===== src/rtl/iob_cache_repl_if.sv =====
// Request/response bundle between the cache tag path, the line-fill controller
// and the replacement controller.
interface iob_cache_repl_if #(
    parameter int N_WAYS   = 4,
    parameter int NLINES_W = 2,
    parameter int NWAYS_W  = $clog2(N_WAYS)
);
    logic                cke_i;
    logic                inv_i;
    logic                ready_o;
    logic                sel_en_i;
    logic [NLINES_W-1:0] sel_line_i;
    logic [N_WAYS-1:0]   valid_i;
    logic [N_WAYS-1:0]   lock_i;
    logic                upd_en_i;
    logic [NLINES_W-1:0] upd_line_i;
    logic [N_WAYS-1:0]   upd_hit_i;
    logic                victim_ack_o;
    logic [N_WAYS-1:0]   victim_o;
    logic [NWAYS_W-1:0]  victim_bin_o;
    logic                victim_none_o;

    modport master (
        output cke_i, inv_i, sel_en_i, sel_line_i, valid_i, lock_i,
               upd_en_i, upd_line_i, upd_hit_i,
        input  ready_o, victim_ack_o, victim_o, victim_bin_o, victim_none_o
    );

    modport slave (
        input  cke_i, inv_i, sel_en_i, sel_line_i, valid_i, lock_i,
               upd_en_i, upd_line_i, upd_hit_i,
        output ready_o, victim_ack_o, victim_o, victim_bin_o, victim_none_o
    );
endinterface


===== src/rtl/iob_cache_repl_ctrl.sv =====
// Cache replacement controller: per-line policy state (LRU, PLRU_MRU, PLRU_TREE
// or LFSR random), init/invalidate sweep, valid- and lock-aware victim choice.
module iob_cache_repl_ctrl #(
    parameter int N_WAYS     = 4,
    parameter int NLINES_W   = 2,
    parameter int NWAYS_W    = $clog2(N_WAYS),
    parameter int REP_POLICY = 2
) (
    input logic             clk_i,
    input logic             arst_i,
    iob_cache_repl_if.slave bus
);
    // state | meaning
    // INIT  | sweeping each line's policy state to its reset value, requests ignored
    // IDLE  | ready; lookups and updates accepted
    typedef enum logic {S_INIT, S_IDLE} state_t;

    state_t              state;
    logic [NLINES_W-1:0] cnt;
    logic [15:0]         lfsr;
    logic                ready_r;
    logic                ack_r;
    logic                none_r;
    logic [N_WAYS-1:0]   victim_r;
    logic [NWAYS_W-1:0]  bin_r;

    logic [NWAYS_W-1:0]  pol_vic;
    logic [NWAYS_W-1:0]  vic_bin;
    logic [N_WAYS-1:0]   vic_oh;
    logic                vic_none;
    logic                vic_found;

    if (REP_POLICY != 3) begin : g_state
        localparam int ST_W = (REP_POLICY == 0) ? N_WAYS * NWAYS_W :
                              (REP_POLICY == 1) ? N_WAYS : N_WAYS - 1;

        logic [ST_W-1:0] mem [2**NLINES_W];
        logic [ST_W-1:0] st_rst;
        logic [ST_W-1:0] st_old;
        logic [ST_W-1:0] st_new;
        logic [ST_W-1:0] st_sel;
        logic            upd_acc;

        assign upd_acc = (state == S_IDLE) && bus.upd_en_i && (|bus.upd_hit_i);

        always_ff @(posedge clk_i) begin
            if (bus.cke_i) begin
                if (state == S_INIT) begin
                    mem[cnt] <= st_rst;
                end else if (upd_acc) begin
                    mem[bus.upd_line_i] <= st_new;
                end
            end
        end

        assign st_old = mem[bus.upd_line_i];
        // A lookup on the line being updated this cycle must see the new state.
        assign st_sel = (upd_acc && (bus.upd_line_i == bus.sel_line_i)) ?
                        st_new : mem[bus.sel_line_i];

        if (REP_POLICY == 0) begin : g_lru
            always_comb begin
                st_rst = '0;
                for (int i = 0; i < N_WAYS; i++) begin
                    st_rst[i*NWAYS_W +: NWAYS_W] = NWAYS_W'(i);
                end
            end

            always_comb begin
                logic [NWAYS_W-1:0] hit_rank;
                logic [NWAYS_W-1:0] r;
                hit_rank = '0;
                r        = '0;
                st_new   = st_old;
                for (int i = 0; i < N_WAYS; i++) begin
                    if (bus.upd_hit_i[i]) hit_rank = st_old[i*NWAYS_W +: NWAYS_W];
                end
                for (int i = 0; i < N_WAYS; i++) begin
                    r = st_old[i*NWAYS_W +: NWAYS_W];
                    if (bus.upd_hit_i[i]) begin
                        st_new[i*NWAYS_W +: NWAYS_W] = NWAYS_W'(N_WAYS - 1);
                    end else if (r > hit_rank) begin
                        st_new[i*NWAYS_W +: NWAYS_W] = r - NWAYS_W'(1);
                    end
                end
            end

            always_comb begin
                pol_vic = '0;
                for (int i = 0; i < N_WAYS; i++) begin
                    if (st_sel[i*NWAYS_W +: NWAYS_W] == '0) pol_vic = NWAYS_W'(i);
                end
            end
        end else if (REP_POLICY == 1) begin : g_mru
            logic [N_WAYS-1:0] mru_or;

            assign st_rst = '0;
            assign mru_or = st_old | bus.upd_hit_i;
            // Saturating would leave no candidate, so restart from the hit way.
            assign st_new = (&mru_or) ? bus.upd_hit_i : mru_or;

            always_comb begin
                pol_vic = '0;
                for (int i = N_WAYS - 1; i >= 0; i--) begin
                    if (!st_sel[i]) pol_vic = NWAYS_W'(i);
                end
            end
        end else begin : g_tree
            assign st_rst = '0;

            // Heap-ordered nodes: children of n are 2n+1 (left) and 2n+2 (right).
            always_comb begin
                int                 n;
                logic [NWAYS_W-1:0] h;
                h      = '0;
                n      = 0;
                st_new = st_old;
                for (int i = 0; i < N_WAYS; i++) begin
                    if (bus.upd_hit_i[i]) h = NWAYS_W'(i);
                end
                for (int l = 0; l < NWAYS_W; l++) begin
                    st_new[n] = ~h[NWAYS_W-1-l];
                    n = 2 * n + 1 + int'(h[NWAYS_W-1-l]);
                end
            end

            always_comb begin
                int n;
                n = 0;
                for (int l = 0; l < NWAYS_W; l++) begin
                    n = 2 * n + 1 + int'(st_sel[n]);
                end
                pol_vic = NWAYS_W'(n - (N_WAYS - 1));
            end
        end
    end else begin : g_rand
        assign pol_vic = lfsr[NWAYS_W-1:0];
    end

    always_comb begin
        vic_bin   = '0;
        vic_found = 1'b0;
        vic_none  = &bus.lock_i;
        for (int i = 0; i < N_WAYS; i++) begin
            if (!vic_found && !bus.valid_i[i] && !bus.lock_i[i]) begin
                vic_bin   = NWAYS_W'(i);
                vic_found = 1'b1;
            end
        end
        if (!vic_found && !bus.lock_i[pol_vic]) begin
            vic_bin   = pol_vic;
            vic_found = 1'b1;
        end
        for (int i = 0; i < N_WAYS; i++) begin
            if (!vic_found && !bus.lock_i[i]) begin
                vic_bin   = NWAYS_W'(i);
                vic_found = 1'b1;
            end
        end
    end

    assign vic_oh = vic_none ? '0 : (N_WAYS'(1) << vic_bin);

    always_ff @(posedge clk_i or posedge arst_i) begin
        if (arst_i) begin
            state    <= S_INIT;
            cnt      <= '0;
            lfsr     <= 16'hACE1;
            ready_r  <= 1'b0;
            ack_r    <= 1'b0;
            none_r   <= 1'b0;
            victim_r <= '0;
            bin_r    <= '0;
        end else if (bus.cke_i) begin
            lfsr <= {lfsr[0] ^ lfsr[2] ^ lfsr[3] ^ lfsr[5], lfsr[15:1]};
            case (state)
                S_INIT: begin
                    ack_r <= 1'b0;
                    if (bus.inv_i) begin
                        cnt <= '0;
                    end else if (cnt == {NLINES_W{1'b1}}) begin
                        state   <= S_IDLE;
                        ready_r <= 1'b1;
                    end else begin
                        cnt <= cnt + NLINES_W'(1);
                    end
                end
                S_IDLE: begin
                    ack_r <= bus.sel_en_i;
                    if (bus.sel_en_i) begin
                        victim_r <= vic_oh;
                        bin_r    <= vic_bin;
                        none_r   <= vic_none;
                    end
                    if (bus.inv_i) begin
                        state   <= S_INIT;
                        cnt     <= '0;
                        ready_r <= 1'b0;
                    end
                end
                default: begin
                    state   <= S_INIT;
                    cnt     <= '0;
                    ready_r <= 1'b0;
                end
            endcase
        end
    end

    assign bus.ready_o       = ready_r;
    assign bus.victim_ack_o  = ack_r;
    assign bus.victim_o      = victim_r;
    assign bus.victim_bin_o  = bin_r;
    assign bus.victim_none_o = none_r;
endmodule


===== src/flat_wrapper.sv =====
// flat-port wrapper written by rule: the top's interface ports become plain ports
module iob_cache_repl_ctrl_flat 
#(
    parameter int N_WAYS     = 4,
    parameter int NLINES_W   = 2,
    parameter int NWAYS_W    = $clog2(N_WAYS),
    parameter int REP_POLICY = 2
)
  (clk_i, arst_i, bus_cke_i, bus_inv_i, bus_sel_en_i, bus_sel_line_i, bus_valid_i, bus_lock_i, bus_upd_en_i, bus_upd_line_i, bus_upd_hit_i, bus_ready_o, bus_victim_ack_o, bus_victim_o, bus_victim_bin_o, bus_victim_none_o);
  iob_cache_repl_if #(.N_WAYS(N_WAYS), .NLINES_W(NLINES_W), .NWAYS_W(NWAYS_W)) bus_i ();
  input logic clk_i;
  input logic arst_i;
  input wire logic [$bits(bus_i.cke_i)-1:0] bus_cke_i;
  input wire logic [$bits(bus_i.inv_i)-1:0] bus_inv_i;
  input wire logic [$bits(bus_i.sel_en_i)-1:0] bus_sel_en_i;
  input wire logic [$bits(bus_i.sel_line_i)-1:0] bus_sel_line_i;
  input wire logic [$bits(bus_i.valid_i)-1:0] bus_valid_i;
  input wire logic [$bits(bus_i.lock_i)-1:0] bus_lock_i;
  input wire logic [$bits(bus_i.upd_en_i)-1:0] bus_upd_en_i;
  input wire logic [$bits(bus_i.upd_line_i)-1:0] bus_upd_line_i;
  input wire logic [$bits(bus_i.upd_hit_i)-1:0] bus_upd_hit_i;
  output wire logic [$bits(bus_i.ready_o)-1:0] bus_ready_o;
  output wire logic [$bits(bus_i.victim_ack_o)-1:0] bus_victim_ack_o;
  output wire logic [$bits(bus_i.victim_o)-1:0] bus_victim_o;
  output wire logic [$bits(bus_i.victim_bin_o)-1:0] bus_victim_bin_o;
  output wire logic [$bits(bus_i.victim_none_o)-1:0] bus_victim_none_o;
  assign bus_i.cke_i = bus_cke_i;
  assign bus_i.inv_i = bus_inv_i;
  assign bus_i.sel_en_i = bus_sel_en_i;
  assign bus_i.sel_line_i = bus_sel_line_i;
  assign bus_i.valid_i = bus_valid_i;
  assign bus_i.lock_i = bus_lock_i;
  assign bus_i.upd_en_i = bus_upd_en_i;
  assign bus_i.upd_line_i = bus_upd_line_i;
  assign bus_i.upd_hit_i = bus_upd_hit_i;
  assign bus_ready_o = bus_i.ready_o;
  assign bus_victim_ack_o = bus_i.victim_ack_o;
  assign bus_victim_o = bus_i.victim_o;
  assign bus_victim_bin_o = bus_i.victim_bin_o;
  assign bus_victim_none_o = bus_i.victim_none_o;
  iob_cache_repl_ctrl #(.N_WAYS(N_WAYS), .NLINES_W(NLINES_W), .NWAYS_W(NWAYS_W), .REP_POLICY(REP_POLICY)) u_core (.clk_i(clk_i), .arst_i(arst_i), .bus(bus_i));
endmodule

===== config.mk =====
export PLATFORM = sky130hd
export DESIGN_NAME = iob_cache_repl_ctrl_flat
export DESIGN_NICKNAME = d
export VERILOG_FILES = /design/src/rtl/iob_cache_repl_if.sv /design/src/rtl/iob_cache_repl_ctrl.sv /design/src/flat_wrapper.sv
export SDC_FILE = /design/constraint.sdc
export NUM_CORES = 1
export LEC_CHECK = 0
export ABC_AREA = 1
export CAP_MARGIN = 20
export CORE_MARGIN = 2
export CORE_UTILIZATION = 37
export CTS_CLUSTER_SIZE = 28
export DETAILED_ROUTE_END_ITERATION = 10
export DONT_BUFFER_PORTS = 1
export GPL_TIMING_DRIVEN = 0
export HOLD_SLACK_MARGIN = 0.03
export MAX_ROUTING_LAYER = met4
export PLACE_DENSITY = 0.6
export SLEW_MARGIN = 20
export SYNTH_ARGS = -nofsm -noshare
export SYNTH_HDL_FRONTEND = slang
export SYNTH_SLANG_ARGS = --single-unit

===== constraint.sdc =====
create_clock -name clk_i -period 3.8 [get_ports clk_i]
set_input_delay 0.57 -clock clk_i [delete_from_list [all_inputs] [get_ports clk_i]]
set_output_delay 0.57 -clock clk_i [all_outputs]
set_load 0.005 [all_outputs]

==> metrics.md, run 1 <==
| Metric | Value |
|---|---|
| Via density | between 4 and 5 |
| Placed Instance Area | 1674 um2 |
| Relative slew slack | 0.7021 |
| Largest net degree at the start of global routing | 14 |
| CTS tree | yes |
| Area Growth Syn to Fin | 6.677% |
| Dpl hpwl | roughly 2700 um |
| Syn. warnings | 0 |
| Post-synth top area cell | edfxtp_1 |
| Flop-to-flop setup slack | around 1.8 ns |
| NetSw | 211.0 uW |
| First-pass GRT wire length | between 5000 and 6000 um |
| Yosys reg bits | 24 |
| Share of cells above drive strength 1 | 0.1511 |
| Hold WS | 0.1830 ns |
| Achievable Freq | 511.6 MHz |
| Max Slew Vio Count | 0 |
| Worst Path Required | between 3 and 4 ns |
| Outcome | complete, no violations |
| Critical path startpoint | u_core.state$_DFFE_PP0P_ |
| Final setup viols | 0 |
| # hold bufs at CTS | 0 |
| Post-synth top area share | 0.2236 |
| Internal Pwr Total | 448.5 uW |
| Power Total | 659.5 uW |
| Critical path type | register to register |
| Post-synthesis adder-cell area fraction | 0.007764 |
| Maximum net fanout on the critical path | 7 |
| CP Capture Type | register |
| Final worst-path cycle share | 0.5144 |
| Minimum clock period | slightly below 2 ns |
| Io pins | 31 |
| Slowest stage delay, CP | 0.33 ns |
| Min-Delay Path Class | input port to async pin |
| Drt pass-1 iters | 4 |
| Compound-cell area share of the yosys netlist | 0.07298 |
| Die H | 70.00 um |
| Synthesized Nets | 244 |
| ANT cells | 0 |
| Iteration-0 DRC Markers | 45 |
| Main combinational cell family by area after synthesis | simple AND/OR/NAND/NOR gates |
| Drc violations | 0 |
| Core ar. | slightly above 4000 um2 |
| Worst EP arrival | 1.91 ns |
| Multiplexer share of the synthesized area | 0 |
| Max-cap check violation count | 0 |
| Die width | roughly 70 um |
| Root buf cell | clkbuf_8 |
| Crit start category | register |
| Worst r2r src | u_core.state$_DFFE_PP0P_ |
| Area of the multi-input gates | 814.5 um2 |
| Synth unique cells | 26 |
| Final cell count without fillers | ~280 |
| Measured slew at the worst slew-check pin | 0.4464 ns |
| Combinational Power Share | 0.257 |
| Initial Util | 0.3944 |
| Reg power frac | 0.513 |
| Cells after synthesis | between 200 and 250 |
| DR WL/cell | around 12 um |
| Routed wire length | 3273 um |
| R2r endpoint | u_core.g_state.mem[1][1]$_DFFE_PP_ |
| Num CTS Buffers | 3 |
| GP Congestion | between 0.8 and 0.9 |
| Num rows | 23 |
| Sequential Area | 660.6 um2 |
| Gr ovfl total | 0 |
| Antenna violations before repair | 0 |
| Critical path's slowest cell | dfrtp_1 |
| Design Area, Final | 1719 um2 |
| Post-synthesis simple-gate area fraction | 0.4247 |
| Nets | 249 |
| GR Util All Layers | 0.1468 |
| Input/output buffers | 0 |
| Area contributors post-synth | edfxtp_1 (22%), dfrtp_1 (19%), nand2_1 (17%), inv_1 (6.8%), nand3_1 (6.5%) |
| Worst-Skew Late Latency | between 0.2 and 0.3 ns |
| CTS clk-pin slew, worst paths | 0.08 ns |
| Worst path cell trace | buf_2 > nand3_1 > nor2_1 > inv_1 > o21ai_0 > inv_1 > nor2_1 |
| Clk pwr share | 0.230 |
| RSZ-0062 raised after global routing | false |
| Pwr per Cell Area | 383.6 nW/um2 |
| Clock Path Buffers | 2 |
| # resized after CTS | 0 |
| DP Cell Count | 271 |
| Final Hold Violating Endpoints | 0 |
| H-tree levels | 1 |
| Register area share after synthesis | 0.4099 |
| Setup Fix Bufs, Post-CTS | 0 |
| Setup total negative slack | 0 ns |
| Setup Skew | 0.004495 ns |
| P_leak | between 0.0008 and 0.0009 uW |
| # clock sinks | 24 |
| Peak supply drop | 240.3 uV |
| Die footprint | roughly 5000 um2 |
| Layout fillers | 446 |
| Sw frac | 0.3199 |
| Worst r2r path cells | 7 |
| Synth Area per Inst | 7.292 um2 |
| CP Capture Point | u_core.g_state.mem[1][1]$_DFFE_PP_ |
| Post-route ant nets | 0 |
| Xor-xnor portion of the synthesized cell area | 0 |
| Mapped cell area | 1612 um2 |
| Vias | 1325 |
| Vias in the first global route | 1299 |
-- critical path: cells and delay by family, from the launching register on --
kind	cells	cell delay (ns)
AND/OR/NAND/NOR	3	0.62
buffers and inverters	3	0.39
flip-flops	1	0.33
AO/OA/AOI/OAI	1	0.29
-- kinds of logic after synthesis --
group                      after synthesis
and+or+nand+nor                        142
buffers and inverters                   35
DFF                                     24
AOI/OAI and AO/OA                       19
adders and majority gates                1
-- Yosys cell counts --
cell type and instances:
nor3_1 2, ha_1 1, inv_2 4, buf_2 1
a31oi_2 1, nand2_1 72, nand3_4 1, dfrtp_1 12
a31oi_1 2, nand4_2 1, nor2_4 3, nand4_1 3
nand2_2 10, o21a_1 2, inv_1 29, nand2_4 4
nor2_1 22, o21ai_0 8, o21ai_1 2, edfxtp_1 12
nor2_2 1, buf_4 1, a21oi_2 2, a21oi_1 2
nand3_2 2, nand3_1 21
-- per-stage QoR --
stage | util | setup WS, ns
CTS | 0.4207 | 1.842
detailed placement | 0.4097 | 1.599
global placement | 0.4097 | 1.610
global route | 0.4207 | 1.600
finish | 0.4207 | 1.845
floorplan | - | 1.789
-- layout make-up --
type / instances / area share
multi-input cells: 162 / 0.4738
flip-flops and latches: 24 / 0.3843
inverters: 33 / 0.07205
well taps: 50 / 0.03639
clock buffers: 4 / 0.02620
plain buffers: 2 / 0.007278
-- state kept, by name, summed over array words and instances (netlist names) --
name / flops
u_core.bus.ready_o: 1
u_core.bus.victim_ack_o: 1
u_core.bus.victim_o: 4
u_core.bus.victim_bin_o: 2
u_core.state: 1
u_core.g_state.mem: 12
u_core.bus.victim_none_o: 1
u_core.cnt: 2
-- cells in the final DEF, fill, tap and decap left out, drive strengths merged --
| master | count |
|---|---|
| inv | 33 |
| buf | 2 |
| nor3 | 2 |
| ha | 1 |
| dfrtp | 12 |
| o21ai | 10 |
| o21a | 2 |
| nor2 | 26 |
| clkbuf | 4 |
| nand4 | 4 |
| edfxtp | 12 |
| a21oi | 4 |
| nand2 | 86 |
| a31oi | 3 |
| nand3 | 24 |
-- layer usage --
| layer | track usage | up-vias | part of all wire |
|---|---|---|---|
| met5 | - | - | 0 |
| met2 | 0.2265 | 20 | 0.46 |
| li1 | - | 716 | - |
| met4 | 0.05769 | 0 | 0.018 |
| met1 | 0.1975 | 584 | 0.49 |
| met3 | 0.01732 | 5 | 0.031 |
-- worst min-delay path by stage --
| stage | cells after the start | slack, ns | endpoint | startpoint |
|---|---|---|---|---|
| after global routing | 1 | 0.24 | u_core.bus.victim_o[0]$_DFFE_PP0P_ | arst_i |
| after floorplan | 1 | 0.43 | u_core.bus.ready_o$_DFFE_PP0P_ | arst_i |
| after CTS | 1 | 0.20 | u_core.bus.victim_bin_o[1]$_DFFE_PP0P_ | arst_i |
| final | 1 | 0.18 | u_core.bus.victim_bin_o[1]$_DFFE_PP0P_ | arst_i |
| after global placement | 1 | 0.49 | u_core.bus.victim_o[2]$_DFFE_PP0P_ | arst_i |
| after detailed placement | 1 | 0.50 | u_core.bus.victim_bin_o[1]$_DFFE_PP0P_ | arst_i |
-- power by group through the flow --
stage	logic (uW)	registers, uW	clock network [uW]
3_3_place_gp	169	345	0
6_report	170	338	152
3_5_place_dp	170	345	0
5_1_grt	197	343	165
4_1_cts	171	339	156
2_1_floorplan	143	337	0
Power figures use the tool's default switching activity.
==> run 2: changes to the inputs <==
Settings changed: ABC_AREA 1 to 0.
Clock period 3.8 ns to 2 ns, I/O delays scaled along.
==> metrics.md, run 2 <==
| Metric | Value |
|---|---|
| Max Slew Vio Count | 0 |
| Num rows | 22 |
| CTS tree | yes |
| CTS clk-pin slew, worst paths | 0.09 ns |
| Crit start category | register |
| Yosys reg bits | 24 |
| Design Area, Final | 1685 um2 |
| Placed Instance Area | 1516 um2 |
| Most used DFF post-synth | edfxtp_1 |
| Peak supply drop | 474.1 uV |
| DP Cell Count | 183 |
| Iteration-0 DRC Markers | 63 |
| Final WS setup | -0.3568 ns |
| Count leader, synth | nand2_1 |
| Syn. warnings | 0 |
| Largest net degree at the start of global routing | 15 |
| Num CTS Buffers | 3 |
| Worst Path Required | 2.16 ns |
| Input/output buffers | 0 |
| Register area share after synthesis | 0.4607 |
| Gr ovfl total | 0 |
| Routed wire length | 3067 um |
| Failing checks | setup timing |
| Initial Util | 0.3887 |
| Asr flop ratio synth | 0.5000 |
| Worst EP arrival | 2.52 ns |
| Via density | 5.689 |
| Pwr per Cell Area | 886.2 nW/um2 |
| Sw frac | 0.2988 |
| Reg power frac | 0.479 |
| Post-synth top area cell | edfxtp_1 |
| Final Hold Violating Endpoints | 0 |
| Vias | 1098 |
| RSZ-0062 raised after global routing | true |
| NetSw | 446.3 uW |
| Internal Pwr Total | 1047 uW |
| Cells after synthesis | roughly 140 |
| Area contributors post-synth | edfxtp_1 (25%), dfrtp_1 (21%), mux4_2 (4.7%), nand2_1 (4.2%), mux4_1 (3.7%) |
| GR Util All Layers | 0.1505 |
| Core ar. | 3689 um2 |
| Hold WS | 0.1051 ns |
| Antenna violations before repair | 0 |
| Commonest non-fill, non-tap cell in the layout | nand2_1 |
| Share of cells above drive strength 1 | 0.2483 |
| Die width | approximately 66 um |
| Setup Skew | 0.01103 ns |
| Synth unique cells | between 40 and 50 |
| Minimum clock period | 2.357 ns |
| Mapped cell area | approximately 1400 um2 |
| Synth Area per Inst | 10.62 um2 |
| Combinational Power Share | 0.277 |
| P_leak | between 0.0006 and 0.0007 uW |
| Post-synth top area share | 0.2513 |
| GP Congestion | 0.8141 |
| Achievable Freq | between 400 and 500 MHz |
| DR WL/cell | 15.89 um |
| Die H | 66.25 um |
| First-pass GRT wire length | 4899 um |
| CP Capture Type | register |
| Setup total negative slack | -1.631 ns |
| Critical path type | register to register |
| Largest register FFs | 12 |
| Max-cap check violation count | 0 |
| Clock Path Buffers | 2 |
| EDFF count, synth | 12 |
| Min-Delay Path Class | input port to register |
| ANT cells | 0 |
| Final cell count without fillers | 193 |
| Synthesized Nets | 158 |
| Die footprint | 4389 um2 |
| # clock sinks | 24 |
| Clk pwr share | 0.244 |
| Area Growth Syn to Fin | 17.54% |
| Nets | approximately 170 |
| Drt pass-1 iters | 4 |
| Worst-Skew Late Latency | 0.26 ns |
| Final setup viols | 6 |
| Outcome | complete, but fails checks |
| Root buf cell | clkbuf_8 |
| Dpl hpwl | 2400 um |
| Commonest cells in the netlist | nand2_1 (16), dfrtp_1 (12), edfxtp_1 (12) |
| Largest Register | u_core.g_state.mem |
| Io pins | 31 |
| Drc violations | 0 |
| Commonest cells after routing, fill and taps aside | nand2_1 (15), edfxtp_1 (12), dfrtp_1 (11) |
| Final worst-path cycle share | 1.178 |
| H-tree levels | 1 |
| Post-route ant nets | 0 |
| Relative slew slack | 0.6415 |
| Vias in the first global route | ~1100 |
| Maximum net fanout on the critical path | 4 |
| Measured slew at the worst slew-check pin | between 0.5 and 0.6 ns |
[run 2: through the flow]
step                        util  setup slack [ns]  power (uW)
after floorplan                -           -0.3185       996.7
after global placement    0.4111           -0.4624        1065
after detailed placement  0.4111           -0.5038        1082
after CTS                 0.4569           -0.3601        1507
after global routing      0.4569           -0.4036        1575
final                     0.4569           -0.3568        1494
[run 2: cell families (layout without fill, tap and decap cells)]
kind of cell	Yosys count	after routing	share of synthesized area
and+or+nand+nor	51	51	0.1754
AOI/OAI and AO/OA	38	38	0.1937
DFF	24	24	0.4607
buffers and inverters	11	21	0.03490
muxes	8	8	0.1091
xor gates and xnor gates	2	2	0.01746
adders and majority gates	1	1	0.008725
[run 2: power by group through the flow]
stage          combinational, uW  sequential, uW  clock, uW
2_1_floorplan                292             705          0
3_3_place_gp                 338             726          0
3_5_place_dp                 349             733          0
4_1_cts                      415             718        374
5_1_grt                      459             727        389
6_report                     414             715        365
[run 2: critical path, cell delays in order (launching register included)]
cell      delay [ns]
edfxtp_1        0.37
mux4_2          0.55
o21bai_4        0.16
mux2_4          0.31
o41a_1          0.35
a22o_4          0.28
a32o_1          0.24
[run 2: layout make-up]
type	count	area, um2
well taps	48	60.06
flip-flops and latches	24	661.9
plain buffers	5	30.03
clock buffers	4	66.31
fillers	351	2003
inverters	6	22.52
multi-input cells	100	797.0
repair buffers	6	47.55
[run 2: timing repair]
action                                  4_1_cts  5_1_grt
resized for setup                            14        0
pin swaps                                    11        0
hold buffers                                  1        0
endpoints found under the setup margin        6        6
hold endpoints to repair                     12        0
setup buffers                                 5        0
[run 2: per-layer routing]
| layer | up-vias | part of all wire | wire length [um] | global-route usage |
|---|---|---|---|---|
| li1 | 538 | - | - | - |
| met1 | 532 | 0.46 | 1421 | 0.2013 |
| met2 | 24 | 0.48 | 1457 | 0.2300 |
| met3 | 4 | 0.051 | 156 | 0.02385 |
| met4 | 0 | 0.010 | 31 | 0.05867 |
| met5 | - | 0 | 0 | - |
[run 2: worst paths after layout]
check | start | to | slack [ns] | cells after the start
setup / recovery | u_core.g_state.mem[3][0]$_DFFE_PP_ | u_core.bus.victim_o[0]$_DFFE_PP0P_ | -0.36 | 6
setup reg to reg | u_core.g_state.mem[3][0]$_DFFE_PP_ | u_core.bus.victim_o[0]$_DFFE_PP0P_ | -0.36 | 6
hold reg to reg | u_core.bus.victim_o[3]$_DFFE_PP0P_ | u_core.bus.victim_o[3]$_DFFE_PP0P_ | 0.52 | 2
hold / removal | bus_inv_i | u_core.state$_DFFE_PP0P_ | 0.11 | 1
max in group asynchronous | arst_i | u_core.state$_DFFE_PP0P_ | 1.19 | 2
min in group asynchronous | arst_i | u_core.bus.victim_ack_o$_DFFE_PP0P_ | 0.48 | 2
